## src/rtl/mips_ctrl_pkg.sv

```systemverilog
// Shared types and constants for the multicycle MIPS control unit:
// FSM state encoding, opcode classes, halt cause codes and opcode patterns.
package mips_ctrl_pkg;

  typedef enum logic [2:0] {
    S_BOOT   = 3'd0,
    S_FETCH  = 3'd1,
    S_DECODE = 3'd2,
    S_EXEC   = 3'd3,
    S_MEM    = 3'd4,
    S_WB     = 3'd5,
    S_HALT   = 3'd6
  } state_t;

  typedef enum logic [2:0] {
    CLS_NONE   = 3'd0,
    CLS_RTYPE  = 3'd1,
    CLS_BRANCH = 3'd2,
    CLS_JUMP   = 3'd3,
    CLS_IALU   = 3'd4,
    CLS_LOAD   = 3'd5,
    CLS_STORE  = 3'd6
  } opclass_t;

  localparam logic [2:0] EXC_NONE     = 3'd0;
  localparam logic [2:0] EXC_ILLEGAL  = 3'd1;
  localparam logic [2:0] EXC_OVERFLOW = 3'd2;
  localparam logic [2:0] EXC_REGERR   = 3'd3;
  localparam logic [2:0] EXC_BUSERR   = 3'd4;

  // Prefixes of opcode[5:0]; x bits are simply not compared.
  localparam logic [5:0] OP_RTYPE  = 6'b000000;
  localparam logic [4:0] OP_BRANCH = 5'b00010;
  localparam logic [4:0] OP_JUMP   = 5'b00001;
  localparam logic [2:0] OP_IALU   = 3'b001;
  localparam logic [2:0] OP_LOAD   = 3'b100;
  localparam logic [2:0] OP_STORE  = 3'b101;

endpackage

```

## src/rtl/opcode_classifier.sv

```systemverilog
// Combinational opcode -> class decoder with illegal-opcode flag.
// Ports: opcode (in 6), o_class (out class), o_illegal (out 1).
module opcode_classifier
  import mips_ctrl_pkg::*;
(
  input  logic [5:0] opcode,
  output opclass_t   o_class,
  output logic       o_illegal
);

  always_comb begin
    o_class   = CLS_NONE;
    o_illegal = 1'b0;
    unique case (1'b1)
      (opcode == OP_RTYPE):       o_class = CLS_RTYPE;
      (opcode[5:1] == OP_BRANCH): o_class = CLS_BRANCH;
      (opcode[5:1] == OP_JUMP):   o_class = CLS_JUMP;
      (opcode[5:3] == OP_IALU):   o_class = CLS_IALU;
      (opcode[5:3] == OP_LOAD):   o_class = CLS_LOAD;
      (opcode[5:3] == OP_STORE):  o_class = CLS_STORE;
      default:                    o_illegal = 1'b1;
    endcase
  end

endmodule

```

## src/rtl/multicycle_control.sv

```systemverilog
// Multicycle MIPS main control FSM: FETCH/DECODE/EXEC/MEM/WB with sticky halt.
// Ports: clk, reset, opcode, overflow_error, reg_access, mem_ready in;
// regWrite, memWrite, ir_load, pc_en, state, halted, exc_cause, retired out.
module multicycle_control
  import mips_ctrl_pkg::*;
#(
  parameter int MEM_TIMEOUT = 16,
  parameter int RETIRE_W    = 32
)(
  input  logic                clk,
  input  logic                reset,
  input  logic [5:0]          opcode,
  input  logic                overflow_error,
  input  logic                reg_access,
  input  logic                mem_ready,
  output logic                regWrite,
  output logic                memWrite,
  output logic                ir_load,
  output logic                pc_en,
  output logic [2:0]          state,
  output logic                halted,
  output logic [2:0]          exc_cause,
  output logic [RETIRE_W-1:0] retired
);

  localparam logic [7:0] TO = 8'(MEM_TIMEOUT);

  state_t               r_state, w_next;
  opclass_t             r_cls, w_cls_d, w_cls;
  logic [2:0]           r_exc, w_exc_d;
  logic [7:0]           r_cnt, w_cnt_d, w_cnt_inc;
  logic [RETIRE_W-1:0]  r_ret;
  logic                 w_illegal;

  opcode_classifier u_cls (
    .opcode    (opcode),
    .o_class   (w_cls),
    .o_illegal (w_illegal)
  );

  assign w_cnt_inc = r_cnt + 8'd1;

  always_ff @(posedge clk or posedge reset) begin
    if (reset) begin
      r_state <= S_BOOT;
      r_cls   <= CLS_NONE;
      r_exc   <= EXC_NONE;
      r_cnt   <= 8'd0;
      r_ret   <= '0;
    end else begin
      r_state <= w_next;
      r_cls   <= w_cls_d;
      r_exc   <= w_exc_d;
      r_cnt   <= w_cnt_d;
      if (pc_en) r_ret <= r_ret + RETIRE_W'(1);
    end
  end

  always_comb begin
    w_next   = r_state;
    w_cls_d  = r_cls;
    w_exc_d  = r_exc;
    w_cnt_d  = r_cnt;
    regWrite = 1'b0;
    memWrite = 1'b0;
    ir_load  = 1'b0;
    pc_en    = 1'b0;
    unique case (r_state)
      S_BOOT:  w_next = S_FETCH;
      S_FETCH: begin
        ir_load = 1'b1;
        w_next  = S_DECODE;
      end
      S_DECODE: begin
        w_cls_d = w_cls;
        if (w_illegal) begin
          w_cls_d = CLS_NONE;
          w_exc_d = EXC_ILLEGAL;
          w_next  = S_HALT;
        end else if (w_cls == CLS_JUMP) begin
          pc_en  = 1'b1;
          w_next = S_FETCH;
        end else begin
          w_next = S_EXEC;
        end
      end
      S_EXEC: begin
        unique case (r_cls)
          CLS_RTYPE, CLS_IALU: begin
            if (overflow_error) begin
              w_exc_d = EXC_OVERFLOW;
              w_next  = S_HALT;
            end else begin
              w_next = S_WB;
            end
          end
          CLS_BRANCH: begin
            pc_en  = 1'b1;
            w_next = S_FETCH;
          end
          CLS_LOAD, CLS_STORE: begin
            w_cnt_d = 8'd0;
            w_next  = S_MEM;
          end
          default: begin
            // No legal path reaches EXEC without a class.
            w_exc_d = EXC_ILLEGAL;
            w_next  = S_HALT;
          end
        endcase
      end
      S_MEM: begin
        // A ready on the would-be timeout cycle still completes.
        if (mem_ready) begin
          if (r_cls == CLS_STORE) begin
            memWrite = 1'b1;
            pc_en    = 1'b1;
            w_next   = S_FETCH;
          end else begin
            w_next = S_WB;
          end
        end else if (w_cnt_inc >= TO) begin
          w_cnt_d = w_cnt_inc;
          w_exc_d = EXC_BUSERR;
          w_next  = S_HALT;
        end else begin
          w_cnt_d = w_cnt_inc;
        end
      end
      S_WB: begin
        regWrite = 1'b1;
        if (reg_access) begin
          w_exc_d = EXC_REGERR;
          w_next  = S_HALT;
        end else begin
          pc_en  = 1'b1;
          w_next = S_FETCH;
        end
      end
      S_HALT:  w_next = S_HALT;
      default: w_next = S_BOOT;
    endcase
  end

  assign state     = r_state;
  assign halted    = (r_state == S_HALT);
  assign exc_cause = r_exc;
  assign retired   = r_ret;

endmodule
```

## config.mk

```make
export PLATFORM = sky130hd
export DESIGN_NAME = multicycle_control
export DESIGN_NICKNAME = d
export VERILOG_FILES = /design/src/rtl/mips_ctrl_pkg.sv /design/src/rtl/opcode_classifier.sv /design/src/rtl/multicycle_control.sv
export SDC_FILE = /design/constraint.sdc
export NUM_CORES = 1
export LEC_CHECK = 0
export ABC_AREA = 1
export CAP_MARGIN = 20
export CELL_PAD_IN_SITES_DETAIL_PLACEMENT = 1
export CELL_PAD_IN_SITES_GLOBAL_PLACEMENT = 1
export CORE_MARGIN = 2
export CORE_UTILIZATION = 38
export CTS_CLUSTER_SIZE = 20
export DETAILED_ROUTE_END_ITERATION = 6
export PLACE_DENSITY = 0.85
export SLEW_MARGIN = 20
export SYNTH_ARGS = -nofsm -noshare
export SYNTH_HDL_FRONTEND = slang
export SYNTH_HIERARCHICAL = 1
export SYNTH_SLANG_ARGS = --single-unit
export TNS_END_PERCENT = 10
```

## constraint.sdc

```tcl
create_clock -name clk -period 2.1 [get_ports clk]
set_clock_uncertainty 0.2 [all_clocks]
set_input_delay 0.42 -clock clk [delete_from_list [all_inputs] [get_ports clk]]
set_output_delay 0.42 -clock clk [all_outputs]
set_load 0.01 [all_outputs]
```

==> flow_summary.ini, run 1 <==
[die]
start_util_pct = 39.4
die_height_um = 94
die_w_um = 94
ios = 54
die_area_um2 = 8840
rows = 32
core-area_um2 = 7810

[outcome]
status = finished, violations left
failed_checks = negative setup slack

[clocking]
cts_root_buf = clkbuf_8
cts_hold_buf = 0
clock-sinks = 49
clk_path_buf_depth = 2
clock_latency_ns = 0.31
cts_buffers = 5
cts_tree = done
cts_max_level = 2
clkTransAtPathRegs_ns = 0.10

[routing]
viasPerCell = 5.06
first_iter_violations = 123
postRouteAntennaNets = 0
routed-via-count = 3242
wire_per_inst_um = 15.9
drt_pre_antenna_iters = 4
drc = 0
wl_mm = 10.2

[place]
io_buffers = 53
place_ws_ns = -0.891
gp_congestion = 0.918
hpwl_mm = 7.54
postPlaceCellArea_um2 = 3920
dp.cells = 632

[critical_path]
cpPeakStageDelay_ns = 0.13
crit_chain = buf_4 > inv_2 > nor2_2 > nand3_2 > nand2_1 > nor2_1 > inv_1 > nand4_1 > nor2_1 > nor2_1 > nand2_2 > buf_6
regToRegStartpoint = state[0]$_DFFE_PP0P_
cp_max_fo = 3
startpoint = opcode[2]
crit_arrival_ns = 1.49
start_kind = primary input
rr_endpoint = retired[2]$_DFFE_PP0P_
path_class = in -> out
reg2reg_depth = 9
r2r_setup_slack_ns = 0.11
cp_slowest_cell = nor2_1
cp-end-kind = output pin
crit_required_ns = 1.48
crit_top_cell = nor2_1

[synthesis]
synth_cells = 454
syn_area_um2 = 3080
yosys_warnings = 6
ys_seq_area_share_pct = 39.8
yosysUniqueCellTypes = 30
syn_nets = 467
synth-seq-cells = 49
avgSynthCellArea_um2 = 6.78

[grt]
antenna_found_initial = 0
grt_pass1_wl_mm = 16.6
grt_usage_pct = 23.8
grt_overflow = 0
first_global_vias = 3494
grt_max_degree = 38

[sta]
period_needed_ns = 2.11
rsz0062_at_grt = true
setup_ws_ns = -0.0117
setup_viol = 1
period_share_pct = 101
final.setup.tns_ns = -0.0117
hold_viol_final = 0
maxSlewHeadroom_pct = 74.9
tightest_slew_ns = 0.375
drv_slew = 0
max_clock_freq_mhz = 474

[power_and_ir_drop]
power_density_nw_per_um2 = 926
peakVddDrop_mv = 0.522
power_uw = 3820
p_leak_uw = 0.00188

[job]
maxCapViolCount = 0

[min_path]
hp-class = in -> async

[finish]
instances_no_fill = 641
fin_nets = 551
n_antenna_cell = 0
drive_gt1_share_pct = 13.2
area_growth_pct = 34.0
fin_area_um2 = 4120
==> cell families (layout without fill, tap and decap cells) <==
logic type	Yosys count	in the layout	synth area share, %
XOR/XNOR	22	22	6.50
AO/OA/AOI/OAI	28	28	5.45
flip-flops	49	49	39.8
AND/OR/NAND/NOR	297	297	39.6
adder cells (fa/ha/maj)	2	2	0.813
buffers and inverters	56	141	7.80
==> timing repair <==
| item | 4_1_cts | 5_1_grt |
|---|---|---|
| pin swaps | 2 | 12 |
| resized for setup | 22 | 38 |
| buffers inserted | 0 | 1 |
| cloned | 0 | 0 |
| setup endpoints to repair | 40 | 42 |
==> state kept, by name, indices dropped and copies added (netlist names) <==
name / flops
exc_cause: 3
r_cls: 3
state: 3
r_cnt: 8
retired: 32
==> cell type report <==
cell class	count	area, um^2
clock buffer	5	68.8
clock inverter	3	65.1
fill	1023	3680
inverter	51	191
multi-input combinational	349	1660
sequential	49	1230
tap	102	128
timing repair buffer	82	777
==> report_power, final <==
group / internal [uW] / leakage [uW] / total [uW] / switching (uW)
Clock: 474 / 0.0000681 / 831 / 357
Sequential: 1130 / 0.000646 / 1340 / 213
Combinational: 729 / 0.00116 / 1650 / 917
==> worst max path at each step <==
| stage | to | slack [ns] |
|---|---|---|
| floorplan | pc_en | 0.03 |
| global placement | pc_en | -0.77 |
| detailed placement | pc_en | -0.89 |
| CTS | pc_en | -0.26 |
| global route | pc_en | -0.13 |
| finish | pc_en | -0.01 |
==> cell usage in the layout (no fill, tap or decap), types with 2 or more instances in the layout <==
cell	count
a21oi_1	4
buf_12	2
buf_4	29
buf_6	2
buf_8	2
bufinv_16	2
clkbuf_8	5
clkdlybuf4s15_1	2
clkdlybuf4s50_1	42
dfrtp_1	46
dfrtp_2	3
ha_1	2
inv_1	45
inv_2	6
nand2_1	172
nand2_2	2
nand3_1	26
nand3_2	3
nand3b_1	3
nand4_1	8
nor2_1	66
nor2_2	4
nor2_4	4
nor3_1	6
o2111ai_1	2
o21ai_0	11
o21ai_1	3
o22ai_1	4
xnor2_1	14
xor2_1	7
==> metrics by stage <==
| step | utilization [%] | hold slack, ns |
|---|---|---|
| CTS | 52.0 | 0.206 |
| detailed placement | 50.2 | 0.259 |
| global route | 52.8 | 0.227 |
| global placement | 50.2 | 0.255 |
| floorplan | - | 0.307 |
| finish | 52.8 | 0.194 |
==> cells in the mapped netlist (all sizes together) <==
cell type  count  area (um^2)
nand3b         3         22.5
nand2        174          656
o22ai          4         25.0
xnor2         14          123
o21bai         1         7.51
a21boi         2         18.8
and2           1         6.26
nand3         29          150
xor2           8         77.6
nand4          8         50.1
a21oi          5         28.8
ha             2         25.0
or2            1         6.26
buf            5         48.8
nor3           6         30.0
inv           51          191
o21ai         14         70.1
o2111ai        2         17.5
nor2          74          285
nor3b          1         12.5
dfrtp         49         1230
==> metal layers <==
layer  up-vias  track usage (%)  wire (um)
met4         0             7.13        123
met2        70             41.7       5110
met5         -                0          0
met1      1582             30.6       4540
li1       1580                -          -
met3        10             3.21        390
==> worst max-delay path, delay by kind of cell <==
kind | cells | cell delay (ns)
buf+inv | 4 | 0.33
simple gates | 8 | 0.71
Power figures use the tool's default switching activity.
==> run 2: changes to the inputs <==
Settings changed: CORE_MARGIN 2 to default, GPL_TIMING_DRIVEN from default to 1, PLACE_DENSITY 0.85 to 0.84, SYNTH_HIERARCHICAL 1 to default.
==> flow_summary.ini, run 2 <==
[outcome]
status = complete, no violations

[power_and_ir_drop]
p_sw_uw = 1750
p_sw_share_pct = 40.6
power_frac_comb_pct = 48.0
internal-power_uw = 2560
power_density_nw_per_um2 = 1020
clockPowerShare_pct = 18.9
p_leak_uw = 0.00208
power_uw = 4310
sequentialPowerShare_pct = 33.1
peakVddDrop_mv = 0.470

[clocking]
cts_max_level = 2
clkTransAtPathRegs_ns = 0.09
cts_root_buf = clkbuf_8
cts_hold_buf = 0
clk_path_buf_depth = 2
clock_latency_ns = 0.31
cts_buffers = 5
cts_tree = done
clock-sinks = 49

[place]
hpwl_mm = 7.46
place_ws_ns = -0.570
dp.cells = 615
io_buffers = 53
gp_congestion = 0.862
postPlaceCellArea_um2 = 3970

[die]
die_w_um = 92.3
ios = 54
rows = 32
die_height_um = 92.3
die_area_um2 = 8520
start_util_pct = 39.7
core-area_um2 = 7810

[routing]
wl_mm = 9.82
drc = 0
wire_per_inst_um = 15.7
postRouteAntennaNets = 0
first_iter_violations = 121
drt_pre_antenna_iters = 4
routed-via-count = 3255
viasPerCell = 5.19

[finish]
area_growth_pct = 35.8
layout_common_cells = 134 x nand2_1, 54 x inv_1, 48 x nor2_1
final_util_pct = 53.9
final_common_cell = nand2_1
fin_nets = 537
instances_no_fill = 627
largest_reg_flops = 32
multi_input_area_um2 = 1670
drive_gt1_share_pct = 17.0
n_antenna_cell = 0
nFillCells = 1010
ff_latch_area_um2 = 1230
fin_area_um2 = 4210

[critical_path]
cpPeakStageDelay_ns = 0.43
start_kind = register
startpoint = r_cls[0]$_DFFE_PP0P_
cp-end-kind = output pin
cp_max_fo = 3
crit_required_ns = 1.48
crit_top_cell = nor2_4
crit_arrival_ns = 1.44
path_class = reg -> out
crit_chain = nor2_4 > nand2_1 > nor2_4 > nor2_4 > nand3_4 > buf_6
regToRegStartpoint = retired[4]$_DFFE_PP0P_
cp_slowest_cell = dfrtp_1

[synthesis]
synth_enable_flop_cells = 0
synth_common_cells = 137 x nand2_1, 59 x inv_1, 51 x nor2_1, 49 x dfrtp_1, 24 x nand3_1
avgSynthCellArea_um2 = 7.16
post-synth-top-count-cell = nand2_1
yosysTopAreaCell = dfrtp_1
syn_nets = 446
synthTopCellsByArea = dfrtp_1 40%, nand2_1 17%, inv_1 7.1%
syn_area_um2 = 3100
yosysUniqueCellTypes = 36
yosys_warnings = 0
synth_cells = 433
synth-seq-cells = 49
synth_top_cell_area_share_pct = 39.5
yosys_most_used_dff = dfrtp_1
async_flop_share_pct = 100
ys_seq_area_share_pct = 39.5

[grt]
grt_overflow = 0
first_global_vias = 3354
grt_max_degree = 50
antenna_found_initial = 0
grt_pass1_wl_mm = 16.2
grt_usage_pct = 23.9

[sta]
tightest_slew_ns = 0.430
max_clock_freq_mhz = 484
setup_ws_ns = 0.0356
setup_viol = 0
hold_viol_final = 0
drv_slew = 0
period_needed_ns = 2.06
period_share_pct = 98.3
maxSlewHeadroom_pct = 71.1

[min_path]
hp-class = in -> async

[job]
maxCapViolCount = 0
## run 2: area by class of cell
type / instances / share of cell area, %
timing repair buffer: 88 / 19.4
tap: 102 / 3.03
sequential: 49 / 29.2
multi-input combinational: 318 / 39.6
inverter: 62 / 5.59
clock buffer: 5 / 1.63
clock inverter: 3 / 1.54
## run 2: cell families (layout without fill, tap and decap cells)
family	after synthesis	after routing	synth area share, %
xor gates and xnor gates	23	23	6.74
adders and majority gates	2	2	0.807
buffers and inverters	66	158	8.64
DFF	49	49	39.5
AOI/OAI and AO/OA	30	30	5.93
and+or+nand+nor	263	263	38.3
## run 2: critical path, delay by kind of cell (launching register included)
kind | cells | cell delay, ns
buffers and inverters | 1 | 0.12
flip-flops | 1 | 0.43
AND/OR/NAND/NOR | 5 | 0.60
## run 2: layer usage
layer  track usage [%]  share of wire, %  up-vias
met2              40.4                50       77
met4              7.94               2.3        0
met5                 0                 0        -
met1              31.5                44     1610
li1                  -                 -     1551
met3              2.87               3.5       17
## run 2: final timing paths
| kind | to | slack (ns) | depth (start not counted) |
|---|---|---|---|
| setup reg to reg | retired[31]$_DFFE_PP0P_ | 0.14 | 9 |
| max in group asynchronous | state[0]$_DFFE_PP0P_ | 1.18 | 3 |
| hold reg to reg | exc_cause[1]$_DFFE_PP0P_ | 0.28 | 2 |
| setup / recovery | pc_en | 0.04 | 6 |
| min in group clk | r_cls[2]$_DFFE_PP0P_ | 0.26 | 3 |
| hold / removal | r_cnt[6]$_DFFE_PP0P_ | 0.26 | 3 |
## run 2: metrics by stage
stage / hold WS, ns / TNS, ns
after floorplan: 0.287 / 0
after global placement: 0.259 / -9.25
after detailed placement: 0.266 / -12.68
after CTS: 0.270 / -0.937
after global routing: 0.261 / -0.00995
final: 0.256 / 0
## run 2: timing repair
| action | CTS | global route |
|---|---|---|
| setup buffers | 2 | 2 |
| endpoints found under the setup margin | 28 | 35 |
| resized for setup | 14 | 30 |
| pin swaps | 0 | 4 |
## run 2: power groups by stage
stage	registers (uW)	logic (uW)	clock network (uW)
6_report	1430	2070	813
5_1_grt	1470	2270	872
4_1_cts	1420	1980	834
3_5_place_dp	1450	1930	0
3_3_place_gp	1430	1850	0
2_1_floorplan	1480	1030	0
